### config.mk
export PLATFORM = sky130hd
export DESIGN_NAME = main_control_fsm_flat
export DESIGN_NICKNAME = d
export VERILOG_FILES = /design/src/rtl/main_control_fsm_if.sv /design/src/rtl/main_control_fsm.sv /design/src/flat_wrapper.sv
export SDC_FILE = /design/constraint.sdc
export NUM_CORES = 1
export LEC_CHECK = 0
export BUFFER_PORTS_ARGS = -buffer_cell sky130_fd_sc_hd__buf_2
export CAP_MARGIN = 0
export CORE_MARGIN = 1.5
export CORE_UTILIZATION = 29
export DETAILED_ROUTE_END_ITERATION = 6
export PLACE_DENSITY_LB_ADDON = 0.08
export SYNTH_ARGS = -nofsm -noshare
export SYNTH_HDL_FRONTEND = slang
export SYNTH_SLANG_ARGS = --single-unit
### constraint.sdc
create_clock -name clk -period 1.5 [get_ports clk]
set_clock_uncertainty 0.15 [all_clocks]
set_input_delay 0.075 -clock clk [delete_from_list [all_inputs] [get_ports clk]]
set_output_delay 0.075 -clock clk [all_outputs]
set_load 0.01 [all_outputs]
### src/rtl/main_control_fsm_if.sv
// Control bundle between the multicycle MIPS main control FSM and its datapath.
// master: FSM side (drives controls, reads opcode); slave: datapath side.
interface main_control_fsm_if;
  logic [5:0] opcode;
  logic       pc_write;
  logic       branch;
  logic       iord;
  logic       mem_write;
  logic       ir_write;
  logic       reg_dst;
  logic       mem_to_reg;
  logic       reg_write;
  logic       alu_src_a;
  logic [1:0] alu_src_b;
  logic [1:0] alu_op;
  logic [1:0] pc_src;
  logic [3:0] state;
  logic       instr_done;
  logic       illegal_op;

  modport master (
    input  opcode,
    output pc_write, branch, iord,
    output mem_write, ir_write,
    output reg_dst, mem_to_reg,
    output reg_write, alu_src_a,
    output alu_src_b, alu_op, pc_src,
    output state, instr_done,
    output illegal_op
  );

  modport slave (
    output opcode,
    input  pc_write, branch, iord,
    input  mem_write, ir_write,
    input  reg_dst, mem_to_reg,
    input  reg_write, alu_src_a,
    input  alu_src_b, alu_op, pc_src,
    input  state, instr_done,
    input  illegal_op
  );
endinterface

### src/rtl/main_control_fsm.sv
// Multicycle MIPS main control: Moore FSM turning IR opcode into per-cycle datapath controls.
// Ports: clk, reset (sync, active-high), bus (opcode in; write enables, mux selects, alu_op, state, done/illegal out).
module main_control_fsm #(
  parameter logic [5:0] OP_RTYPE = 6'b000000,
  parameter logic [5:0] OP_LW    = 6'b100011,
  parameter logic [5:0] OP_SW    = 6'b101011,
  parameter logic [5:0] OP_BEQ   = 6'b000100,
  parameter logic [5:0] OP_ADDI  = 6'b001000,
  parameter logic [5:0] OP_J     = 6'b000010
) (
  input  logic                clk,
  input  logic                reset,
  main_control_fsm_if.master  bus
);

  typedef enum logic [3:0] {
    FETCH   = 4'd0,
    DECODE  = 4'd1,
    MEMADR  = 4'd2,
    MEMRD   = 4'd3,
    MEMWB   = 4'd4,
    MEMWR   = 4'd5,
    EXECUTE = 4'd6,
    ALUWB   = 4'd7,
    BRANCH  = 4'd8,
    ADDIEX  = 4'd9,
    ADDIWB  = 4'd10,
    JUMP    = 4'd11
  } state_t;

  state_t state_q;
  state_t state_d;

  logic is_rtype;
  logic is_mem;
  logic is_beq;
  logic is_addi;
  logic is_j;

  logic       pc_write;
  logic       branch;
  logic       iord;
  logic       mem_write;
  logic       ir_write;
  logic       reg_dst;
  logic       mem_to_reg;
  logic       reg_write;
  logic       alu_src_a;
  logic [1:0] alu_src_b;
  logic [1:0] alu_op;
  logic [1:0] pc_src;
  logic       instr_done;
  logic       illegal_op;

  assign is_rtype = (bus.opcode == OP_RTYPE);
  assign is_beq   = (bus.opcode == OP_BEQ);
  assign is_addi  = (bus.opcode == OP_ADDI);
  assign is_j     = (bus.opcode == OP_J);
  assign is_mem   = (bus.opcode == OP_LW) ||
                    (bus.opcode == OP_SW);

  always_ff @(posedge clk) begin
    if (reset) state_q <= FETCH;
    else       state_q <= state_d;
  end

  always_comb begin
    state_d    = FETCH;
    pc_write   = 1'b0;
    branch     = 1'b0;
    iord       = 1'b0;
    mem_write  = 1'b0;
    ir_write   = 1'b0;
    reg_dst    = 1'b0;
    mem_to_reg = 1'b0;
    reg_write  = 1'b0;
    alu_src_a  = 1'b0;
    alu_src_b  = 2'b00;
    alu_op     = 2'b00;
    pc_src     = 2'b00;
    instr_done = 1'b0;
    illegal_op = 1'b0;

    case (state_q)
      FETCH: begin
        alu_src_b = 2'b01;
        ir_write  = 1'b1;
        pc_write  = 1'b1;
        state_d   = DECODE;
      end
      DECODE: begin
        alu_src_b = 2'b11;
        unique case (1'b1)
          is_mem:   state_d = MEMADR;
          is_rtype: state_d = EXECUTE;
          is_beq:   state_d = BRANCH;
          is_addi:  state_d = ADDIEX;
          is_j:     state_d = JUMP;
          default: begin
            state_d    = FETCH;
            illegal_op = 1'b1;
            instr_done = 1'b1;
          end
        endcase
      end
      MEMADR: begin
        alu_src_a = 1'b1;
        alu_src_b = 2'b10;
        state_d   = (bus.opcode == OP_LW) ?
                    MEMRD : MEMWR;
      end
      MEMRD: begin
        iord    = 1'b1;
        state_d = MEMWB;
      end
      MEMWB: begin
        mem_to_reg = 1'b1;
        reg_write  = 1'b1;
        instr_done = 1'b1;
      end
      MEMWR: begin
        iord       = 1'b1;
        mem_write  = 1'b1;
        instr_done = 1'b1;
      end
      EXECUTE: begin
        alu_src_a = 1'b1;
        alu_op    = 2'b10;
        state_d   = ALUWB;
      end
      ALUWB: begin
        reg_dst    = 1'b1;
        reg_write  = 1'b1;
        instr_done = 1'b1;
      end
      BRANCH: begin
        alu_src_a  = 1'b1;
        alu_op     = 2'b01;
        pc_src     = 2'b01;
        branch     = 1'b1;
        instr_done = 1'b1;
      end
      ADDIEX: begin
        alu_src_a = 1'b1;
        alu_src_b = 2'b10;
        state_d   = ADDIWB;
      end
      ADDIWB: begin
        reg_write  = 1'b1;
        instr_done = 1'b1;
      end
      JUMP: begin
        pc_src     = 2'b10;
        pc_write   = 1'b1;
        instr_done = 1'b1;
      end
      default: state_d = FETCH;
    endcase

    // Reset wins over the current state: no writes escape an
    // aborted instruction and the muxes sit at their FETCH values.
    if (reset) begin
      pc_write   = 1'b0;
      branch     = 1'b0;
      iord       = 1'b0;
      mem_write  = 1'b0;
      ir_write   = 1'b0;
      reg_dst    = 1'b0;
      mem_to_reg = 1'b0;
      reg_write  = 1'b0;
      alu_src_a  = 1'b0;
      alu_src_b  = 2'b01;
      alu_op     = 2'b00;
      pc_src     = 2'b00;
      instr_done = 1'b0;
      illegal_op = 1'b0;
    end
  end

  assign bus.pc_write   = pc_write;
  assign bus.branch     = branch;
  assign bus.iord       = iord;
  assign bus.mem_write  = mem_write;
  assign bus.ir_write   = ir_write;
  assign bus.reg_dst    = reg_dst;
  assign bus.mem_to_reg = mem_to_reg;
  assign bus.reg_write  = reg_write;
  assign bus.alu_src_a  = alu_src_a;
  assign bus.alu_src_b  = alu_src_b;
  assign bus.alu_op     = alu_op;
  assign bus.pc_src     = pc_src;
  assign bus.state      = state_q;
  assign bus.instr_done = instr_done;
  assign bus.illegal_op = illegal_op;

endmodule

### src/flat_wrapper.sv
// flat-port wrapper written by rule: the top's interface ports become plain ports
module main_control_fsm_flat 
#(
  parameter logic [5:0] OP_RTYPE = 6'b000000,
  parameter logic [5:0] OP_LW    = 6'b100011,
  parameter logic [5:0] OP_SW    = 6'b101011,
  parameter logic [5:0] OP_BEQ   = 6'b000100,
  parameter logic [5:0] OP_ADDI  = 6'b001000,
  parameter logic [5:0] OP_J     = 6'b000010
)
  (clk, reset, bus_opcode, bus_pc_write, bus_branch, bus_iord, bus_mem_write, bus_ir_write, bus_reg_dst, bus_mem_to_reg, bus_reg_write, bus_alu_src_a, bus_alu_src_b, bus_alu_op, bus_pc_src, bus_state, bus_instr_done, bus_illegal_op);
  main_control_fsm_if bus_i ();
  input  logic clk;
  input  logic reset;
  input wire logic [$bits(bus_i.opcode)-1:0] bus_opcode;
  output wire logic [$bits(bus_i.pc_write)-1:0] bus_pc_write;
  output wire logic [$bits(bus_i.branch)-1:0] bus_branch;
  output wire logic [$bits(bus_i.iord)-1:0] bus_iord;
  output wire logic [$bits(bus_i.mem_write)-1:0] bus_mem_write;
  output wire logic [$bits(bus_i.ir_write)-1:0] bus_ir_write;
  output wire logic [$bits(bus_i.reg_dst)-1:0] bus_reg_dst;
  output wire logic [$bits(bus_i.mem_to_reg)-1:0] bus_mem_to_reg;
  output wire logic [$bits(bus_i.reg_write)-1:0] bus_reg_write;
  output wire logic [$bits(bus_i.alu_src_a)-1:0] bus_alu_src_a;
  output wire logic [$bits(bus_i.alu_src_b)-1:0] bus_alu_src_b;
  output wire logic [$bits(bus_i.alu_op)-1:0] bus_alu_op;
  output wire logic [$bits(bus_i.pc_src)-1:0] bus_pc_src;
  output wire logic [$bits(bus_i.state)-1:0] bus_state;
  output wire logic [$bits(bus_i.instr_done)-1:0] bus_instr_done;
  output wire logic [$bits(bus_i.illegal_op)-1:0] bus_illegal_op;
  assign bus_i.opcode = bus_opcode;
  assign bus_pc_write = bus_i.pc_write;
  assign bus_branch = bus_i.branch;
  assign bus_iord = bus_i.iord;
  assign bus_mem_write = bus_i.mem_write;
  assign bus_ir_write = bus_i.ir_write;
  assign bus_reg_dst = bus_i.reg_dst;
  assign bus_mem_to_reg = bus_i.mem_to_reg;
  assign bus_reg_write = bus_i.reg_write;
  assign bus_alu_src_a = bus_i.alu_src_a;
  assign bus_alu_src_b = bus_i.alu_src_b;
  assign bus_alu_op = bus_i.alu_op;
  assign bus_pc_src = bus_i.pc_src;
  assign bus_state = bus_i.state;
  assign bus_instr_done = bus_i.instr_done;
  assign bus_illegal_op = bus_i.illegal_op;
  main_control_fsm #(.OP_RTYPE(OP_RTYPE), .OP_LW(OP_LW), .OP_SW(OP_SW), .OP_BEQ(OP_BEQ), .OP_ADDI(OP_ADDI), .OP_J(OP_J)) u_core (.clk(clk), .reset(reset), .bus(bus_i));
endmodule
== Yosys cells after proc, flatten, opt, wreduce, memory -nomap -nowiden ==
Cells that the tools add are included.
Word-level totals
  memory bits (writable): 0
  bits of input ports: 8
  output and inout bits: 21
  bits in read-only memories: 0
  word-level logic and storage cells: 59
  bits in registers: 4
  bits in latches: 0
  memories kept: 0
Operators by class
  div/mod/pow operators: 0
  $lt $le $gt $ge: 0
  shift operators: 0
  multipliers: 0
  reductions and logical operators: 10
  eq/ne operators: 16
  multiplexer cells: 32
  bitwise gates (word level): 0
  add/sub/neg operators: 0
Operator list (count)
  case mux 4 bit (6 select lines): 1
  two-way mux 1 bit: 22
  case mux 4 bit (5 select lines): 1
  equality test 4 x 3 -> 1 bit (second input constant): 4
  equality test 4 bit (second input constant): 4
  equality test 6 bit (second input constant): 2
  equality test 4 x 2 -> 1 bit (second input constant): 2
  case mux 2 bit (2 select lines): 2
  equality test 6 x 2 -> 1 bit (second input constant): 1
  equality test 6 x 3 -> 1 bit (second input constant): 1
  equality test 6 x 4 -> 1 bit (second input constant): 1
  logical NOT 6 bit: 1
  two-way mux 2 bit: 3
  case mux 2 bit (3 select lines): 1
  OR reduction 2 bit: 3
  OR reduction 6 bit: 1
  OR reduction 5 bit: 1
  equality test 4 x 1 -> 1 bit (second input constant): 1
  logical NOT 4 bit: 1
  OR reduction 4 bit: 1
  two-way mux 3 bit: 1
  OR reduction 3 bit: 1
  case mux 1 bit (2 select lines): 1
  logical OR 1 bit: 1

== Depth between registers and ports, before layout ==
Gate-level depths: netlist of run 1.
  word-level depth: 6
  mapped depth: 5
  mapped depth without buffers: 4

== Worst setup path after synthesis of run 1 ==
OpenSTA, ideal clock, no wires.
  path kind: flip-flop to output port
  start: reg u_core.state_q[1] (netlist: u_core.bus.state[1])
  end: out bus_pc_src[0]
  arrival: 1.315 ns
  data required time: 1.275 ns
  slack: -0.040 ns
  cell stages (with the launch flop): 5
  path through: dfxtp_1 buf_2 or3_1 nor2_1 buf_4
On the way
  longest elaborated chain between the ends: 3
  elaborated cells on any way between the ends: 4
  those cells by class: eq/ne (2); mux (2)
RTL lines
  start: declaration: line main_control_fsm.sv:31  | state_t state_q;
  start signal: assignment: line main_control_fsm.sv:64  | else state_q <= state_d;
  equality test 4 bit: line main_control_fsm.sv:84  | case (state_q)
  case mux 2 bit (2 select lines) (*): line main_control_fsm.sv:84
  two-way mux 2 bit (*): line main_control_fsm.sv:162  | if (reset) begin
  end: declaration: line flat_wrapper.sv:27  | output wire logic [$bits(bus_i.pc_src)-1:0] bus_pc_src;
Mark *: on every way between the ends. The rest lies on a longest branch, timed or not.

== Worst setup path after layout of run 1 ==
  start: reg u_core.state_q[3] (netlist: u_core.bus.state[3])
  end: out bus_pc_write
On the way
  longest elaborated chain between the ends: 4
  elaborated cells on any way between the ends: 5
  those cells by class: eq/ne (1); mux (2); reduce/logical (2)
RTL lines
  equality test 4 bit or logical NOT 4 bit (tied branches): line main_control_fsm.sv:84
  OR reduction 2 bit (no line) (*)
  two-way mux 1 bit (*): line main_control_fsm.sv:84
  two-way mux 1 bit (*): line main_control_fsm.sv:162
  end: declaration: line flat_wrapper.sv:16  | output wire logic [$bits(bus_i.pc_write)-1:0] bus_pc_write;
Marked as above.

==> results of run 1 <==
==> per-layer routing <==
| metal | wire length, um | part of all wire | global-route usage | vias up |
|---|---|---|---|---|
| met1 | 779 | 0.44 | 0.198 | 332 |
| met4 | 10 | 0.0056 | 0.0727 | 0 |
| met2 | 911 | 0.51 | 0.347 | 21 |
| met3 | 77 | 0.043 | 0.0122 | 2 |
| met5 | 0 | 0 | 0 | - |
| li1 | - | - | - | 367 |
==> through the flow <==
step | std cells | power [mW] | hold WS [ns]
6_report | 136 | 0.405 | 0.0268
5_1_grt | 136 | 0.423 | 0.0811
4_1_cts | 134 | 0.393 | 0.0255
3_5_place_dp | 128 | 0.237 | 0.289
3_3_place_gp | 128 | 0.239 | 0.277
2_1_floorplan | 79 | 0.180 | 0.00480
==> power by group <==
group | switching (mW) | internal, mW | total, mW
Clock | 0.0483 | 0.0898 | 0.138
Sequential | 0.00702 | 0.106 | 0.113
Combinational | 0.0779 | 0.0756 | 0.153
==> how the worst min path moves through the flow <==
stage | slack (ns) | startpoint | endpoint | cells past startpoint
6_report | 0.03 | bus_opcode[5] | u_core.bus.state[2]$_SDFF_PP0_ | 4
5_1_grt | 0.08 | bus_opcode[5] | u_core.bus.state[2]$_SDFF_PP0_ | 4
4_1_cts | 0.03 | bus_opcode[5] | u_core.bus.state[2]$_SDFF_PP0_ | 4
3_5_place_dp | 0.29 | bus_opcode[5] | u_core.bus.state[2]$_SDFF_PP0_ | 4
3_3_place_gp | 0.28 | bus_opcode[5] | u_core.bus.state[2]$_SDFF_PP0_ | 4
2_1_floorplan | 0.005 | reset | u_core.bus.state[3]$_SDFF_PP0_ | 1
==> timing repair <==
| item | CTS | global route |
|---|---|---|
| pin swaps | 6 | 6 |
| endpoints found under the setup margin | 17 | 18 |
| resized for setup | 21 | 13 |
| setup buffers | 3 | 3 |
==> cells in the final DEF (no fill, tap or decap), types with 2 or more instances in the layout <==
cell and count:
buf_2 27, xor2_1 2, nand2b_4 3, nor4b_2 2, a21oi_1 2, clkbuf_4 3
nand3_1 2, nor2_2 2, buf_6 4, o21ai_0 4, dfxtp_4 3, nor2_1 16
buf_4 13, or3_4 2, nand2_1 2, nor2b_1 3, nor3_1 7, nor3_4 2
==> layout make-up <==
type	instances	share of cell area
multi-input combinational	68	0.546
tap	16	0.0218
clock buffer	3	0.0245
inverter	1	0.00409
sequential	4	0.101
timing repair buffer	44	0.302
==> worst reg2reg max path, stage by stage (launching register included) <==
cell      delay (ns)
dfxtp_4         0.35
buf_4           0.13
nand2b_1        0.16
nor2_2          0.07
buf_4           0.13
buf_4           0.13
a31oi_1         0.19
a21oi_1         0.09
==> kinds of logic (layout without fill, tap and decap cells) <==
| logic type | count (synthesis) | after routing | synth area share |
|---|---|---|---|
| AOI/OAI and AO/OA | 15 | 15 | 0.204 |
| and+or+nand+nor | 50 | 50 | 0.515 |
| xor gates and xnor gates | 3 | 3 | 0.0528 |
| buffers and inverters | 7 | 48 | 0.0678 |
| DFF | 4 | 4 | 0.161 |
==> summary.md, run 1 <==
| Metric | Value |
|---|---|
| Worst endpoint required time | `1.27 ns` |
| Initial antenna violation count | `0` |
| Routed wire length | `around 1800 um` |
| Slew Limit Headroom | `0.725` |
| Pin count of the biggest net entering global routing | `15` |
| Final min period | `roughly 1.6 ns` |
| Tcrit/Tclk final | `1.07` |
| Worst Setup SP | `u_core.bus.state[3]$_SDFF_PP0_` |
| WP buf/inv | `1` |
| Gr ovfl total | `0` |
| # IOs | `29` |
| Worst setup endpoint | `bus_pc_write` |
| Core area | `between 0.0015 and 0.002 mm^2` |
| Max VDD drop | `~340 uV` |
| WL/cell | `between 10 and 15 um` |
| Router iterations before antenna repair | `6` |
| TritonCTS clock tree | `built` |
| Clock Tree Root | `clkbuf_4` |
| Port Buffer Count | `28` |
| Proportion of layout cells with a drive suffix above 1 | `0.583` |
| Full die area | `slightly below 0.002 mm^2` |
| Total Nets Final | `130` |
| Final Slew Violations | `0` |
| Setup WS pre-CTS | `between 0.04 and 0.05 ns` |
| H-tree Lvls | `1` |
| Clock Sink Count | `4` |
| EDFF count, synth | `0` |
| RR Startpoint | `u_core.bus.state[1]$_SDFF_PP0_` |
| GRT Total Usage | `0.179` |
| Post-Syn Area per Cell | `6.30 um^2` |
| Worst-margin pin slew | `roughly 0.41 ns` |
| Final hold violations | `0` |
| Outcome | `complete, but fails checks` |
| Ant diodes | `0` |
| Final antenna-violating net count | `0` |
| Startpoint Class | `flip-flop` |
| Final core occ | `0.589` |
| Final RePlAce weighted congestion | `about 0.78` |
| Initial core utilization | `0.319` |
| Synth top area cells | `dfxtp_1 (16%), nor2_1 (14%), nor3_1 (10%), o21ai_0 (4.0%), nand2b_1 (3.8%)` |
| Post-synthesis sequential area ratio | `0.161` |
| LEAKAGE | `between 0.4 and 0.5 nW` |
| Iter 0 DRT Violations | `11` |
| Register area | `92.6 um^2` |
| Post-Syn Nets | `87` |
| Vias/cell | `approximately 5.3` |
| Height of the die | `44.4 um` |
| Critical path class | `flip-flop to output port` |
| Max reg flops | `4` |
| Reg2Reg Depth | `7` |
| Fin area | `918 um^2` |
| Ys Warns | `0` |
| Die X | `between 40 and 50 um` |
| Fraction of registers with async set/reset | `0` |
| Post-CTS Hold Fix Bufs | `0` |
| Setup WS post-layout | `-0.105 ns` |
| # DRC | `2` |
| Num rows | `14` |
| Yosys top cell by area | `dfxtp_1` |
| Top delay family on crit path | `flip-flops` |
| Worst-Skew Late Latency | `about 0.24 ns` |
| Clock Path Buffers | `2` |
| Most frequent cell after synthesis | `nor2_1` |
| Vias in the first global route | `roughly 640` |
| Min-delay worst type | `input pin to flip-flop` |
| Violated checks | `design-rule violations, negative setup slack` |
| CP Data Arrival Time | `between 1 and 1.5 ns` |
| Slowest CP cell | `dfxtp_4` |
| Distinct cells, synth | `31` |
| #FFs+latches synth | `4` |
| RR Endpoint | `u_core.bus.state[1]$_SDFF_PP0_` |
| CP Depth | `3` |
| Via count | `722` |
| Critical path cell sequence | `or3_4, a211oi_2, buf_2` |
| Cell Pwr Density | `441 mW/mm^2` |
| Fmax | `between 600 and 700 MHz` |
| Worst setup EP type | `output port` |
| Synth top area share | `0.161` |
| RSZ-0062 raised after global routing | `yes` |
| Clock buffer count from CTS | `3` |
| First-pass GRT wire length | `2670 um` |
| # setup viols final | `10` |
| Most common library cells after synthesis | `nor2_1 (18), nor3_1 (10), dfxtp_1 (4), o21ai_0 (4)` |
| Area occupied by multi-input gates | `502 um^2` |
| Reg clk slew, reported paths | `about 0.04 ns` |
| Mapped cell area | `around 500 um^2` |
| FILL cells | `~160` |
| Crit path max fanout | `12` |
| Post-Synthesis Cells | `around 80` |
| Main flop type after synthesis | `dfxtp_1` |
| Syn-to-layout area delta | `84.4%` |
| CP max stage delay | `0.40 ns` |
| DP HPWL | `about 1200 um` |
| Reg2reg setup slack | `-0.02 ns` |
| # Max-Cap Violations | `0` |
| Setup_tns | `-0.626 ns` |
| Post-DP Area | `roughly 710 um^2` |
Power figures use the tool's default switching activity.
==> inputs of run 2 (changes only) <==
==> constraint.sdc (replaced) <==
create_clock -name clk -period 1.5 [get_ports clk]
set_clock_uncertainty 0.15 [all_clocks]
set_input_delay 0.225 -clock clk [delete_from_list [all_inputs] [get_ports clk]]
set_output_delay 0.225 -clock clk [all_outputs]
set_load 0.01 [all_outputs]
==> summary.md, run 2 (synthesis results as in run 1) <==
| Metric | Value |
|---|---|
| Critical path cell sequence | `buf_6, or3_4, nor3_2, buf_2 (was or3_4, a211oi_2, buf_2)` |
| Ant diodes | `0 (unchanged)` |
| FILL cells | `121 (was 157)` |
| Worst setup EP type | `output port (unchanged)` |
| Syn-to-layout area delta | `132% (was 84.4%)` |
| Iter 0 DRT Violations | `14 (was 11)` |
| Initial antenna violation count | `0 (unchanged)` |
| Proportion of layout cells with a drive suffix above 1 | `0.679 (was 0.583)` |
| TritonCTS clock tree | `built (unchanged)` |
| Max reg flops | `4 (unchanged)` |
| # DRC | `1 (was 2)` |
| WL/cell | `13.5 um (was 13.1 um)` |
| Clock Sink Count | `4 (unchanged)` |
| RR Endpoint | `u_core.bus.state[1]$_SDFF_PP0_ (unchanged)` |
| H-tree Lvls | `1 (unchanged)` |
| Final RePlAce weighted congestion | `0.834 (was 0.775)` |
| Final min period | `1.76 ns (was 1.60 ns)` |
| Startpoint Class | `flip-flop (unchanged)` |
| Violated checks | `design-rule violations, negative setup slack (unchanged)` |
| Die X | `44.4 um (unchanged)` |
| Critical path class | `flip-flop to output port (unchanged)` |
| Crit path max fanout | `7 (was 12)` |
| Vias/cell | `5.06 (was 5.31)` |
| GRT Total Usage | `0.212 (was 0.179)` |
| CP max stage delay | `0.40 ns (about the same)` |
| Num rows | `14 (unchanged)` |
| Vias in the first global route | `766 (was 639)` |
| # IOs | `29 (unchanged)` |
| Outcome | `complete, but fails checks (unchanged)` |
| Layout Cells excl Fill | `156 (was 136)` |
| RSZ-0062 raised after global routing | `yes (unchanged)` |
| RR Startpoint | `u_core.bus.state[3]$_SDFF_PP0_ (was u_core.bus.state[1]$_SDFF_PP0_)` |
| Reg clk slew, reported paths | `0.04 ns (about the same)` |
| Port Buffer Count | `28 (unchanged)` |
| Core area | `0.00156 mm^2 (unchanged)` |
| # setup viols final | `17 (was 10)` |
| Worst-Skew Late Latency | `0.25 ns (was 0.24 ns)` |
| DP HPWL | `1400 um (was 1220 um)` |
| First-pass GRT wire length | `3090 um (was 2670 um)` |
| Setup WS pre-CTS | `-0.178 ns (was 0.0471 ns)` |
| Worst endpoint required time | `1.12 ns (was 1.27 ns)` |
| Full die area | `0.00197 mm^2 (unchanged)` |
| Worst Setup SP | `u_core.bus.state[0]$_SDFF_PP0_ (was u_core.bus.state[3]$_SDFF_PP0_)` |
| Initial core utilization | `0.319 (unchanged)` |
| Final Slew Violations | `0 (unchanged)` |
| Most common cell after layout, fill and taps aside | `buf_4 (was buf_2)` |
| Slew Limit Headroom | `0.775 (was 0.725)` |
| Pin count of the biggest net entering global routing | `10 (was 15)` |
| Gr ovfl total | `0 (unchanged)` |
| Clock Tree Root | `clkbuf_4 (unchanged)` |
| # Max-Cap Violations | `0 (unchanged)` |
| CP Data Arrival Time | `1.39 ns (was 1.38 ns)` |
| Min-delay worst type | `input pin to flip-flop (unchanged)` |
| Final antenna-violating net count | `0 (unchanged)` |
| Reg2reg setup slack | `0.10 ns (was -0.02 ns)` |
| Fmax | `568 MHz (was 623 MHz)` |
| Worst-margin pin slew | `0.335 ns (was 0.409 ns)` |
| Most frequent cells in the layout | `buf_4 (27), buf_2 (24), nor2_1 (13), buf_6 (12), nor3_1 (5) (was buf_2 (27), nor2_1 (16), buf_4 (13), nor3_1 (7))` |
| Area occupied by multi-input gates | `541 um^2 (was 502 um^2)` |
| Via count | `789 (was 722)` |
| Max VDD drop | `395 uV (was 341 uV)` |
| Register area | `92.6 um^2 (unchanged)` |
| LEAKAGE | `0.534 nW (was 0.417 nW)` |
| Worst setup endpoint | `bus_ir_write (was bus_pc_write)` |
| Tcrit/Tclk final | `1.17 (was 1.07)` |
| Router iterations before antenna repair | `6 (unchanged)` |
| Height of the die | `44.4 um (unchanged)` |
| Clock buffer count from CTS | `3 (unchanged)` |
| Routed wire length | `2110 um (was 1780 um)` |
| Slowest CP cell | `or3_4 (was dfxtp_4)` |
| Setup_tns | `-2.89 ns (was -0.626 ns)` |
| Clock Path Buffers | `2 (unchanged)` |
| Total Nets Final | `150 (was 130)` |
| Placed Cells incl. Taps | `144 (was 128)` |
| Setup WS post-layout | `-0.262 ns (was -0.105 ns)` |
| Reg2Reg Depth | `5 (was 7)` |
| Cell Pwr Density | `379 mW/mm^2 (was 441 mW/mm^2)` |
| Final hold violations | `0 (unchanged)` |
-- run 2: cell types whose count changed in the layout (fill, tap and decap cells not counted), moves of 3 or more --
cell,delta
buf_4,+14
nor2_1,-3
buf_2,-3
buf_6,+8
nor2_4,+3
-- run 2: worst min path at each step --
stage                        from                             end  slack (ns)  cells after the start
floorplan                   reset  u_core.bus.state[3]$_SDFF_PP0_        0.15                      1
global placement    bus_opcode[1]  u_core.bus.state[2]$_SDFF_PP0_        0.39                      4
detailed placement  bus_opcode[0]  u_core.bus.state[2]$_SDFF_PP0_        0.38                      4
CTS                 bus_opcode[0]  u_core.bus.state[2]$_SDFF_PP0_        0.12                      4
global route        bus_opcode[0]  u_core.bus.state[2]$_SDFF_PP0_        0.14                      4
finish              bus_opcode[0]  u_core.bus.state[2]$_SDFF_PP0_        0.13                      4
-- run 2: stage by stage --
step	total power [mW]	utilization	cell area, um^2	hold WS, ns
after global routing	0.468	0.742	1160	0.140
after floorplan	0.186	-	526	0.155
after CTS	0.409	0.660	1030	0.121
after global placement	0.257	0.556	867	0.395
final	0.439	0.742	1160	0.126
after detailed placement	0.260	0.556	867	0.385
-- run 2: layout make-up --
cell class,instances,share of cell area
multi-input combinational,68,0.467
sequential,4,0.0800
tap,16,0.0173
inverter,1,0.00324
timing repair buffer,64,0.413
clock buffer,3,0.0195
-- run 2: where the power goes --
group          internal (mW)  leakage [nW]  switching, mW
registers              0.107        0.0352        0.00626
logic                 0.0959         0.485         0.0874
clock network         0.0900        0.0138         0.0522
-- run 2: layer usage --
metal	wire length [um]	GRT usage
met4	55	0.103
met3	75	0.0408
met2	1150	0.412
met1	830	0.210
met5	0	0
-- run 2: repair_timing --
item | 4_1_cts | 5_1_grt
gates cloned | 0 | 0
pin swaps | 5 | 5
setup buffers | 7 | 2
resized for setup | 21 | 24
hold buffers | 0 | 0
endpoints found under the setup margin | 18 | 18
-- run 2: worst max-delay path: cells and delay by family, from the launching register on --
family,cells,cell delay (ns)
flip-flops,1,0.35
AND/OR/NAND/NOR,2,0.51
buffers and inverters,2,0.28
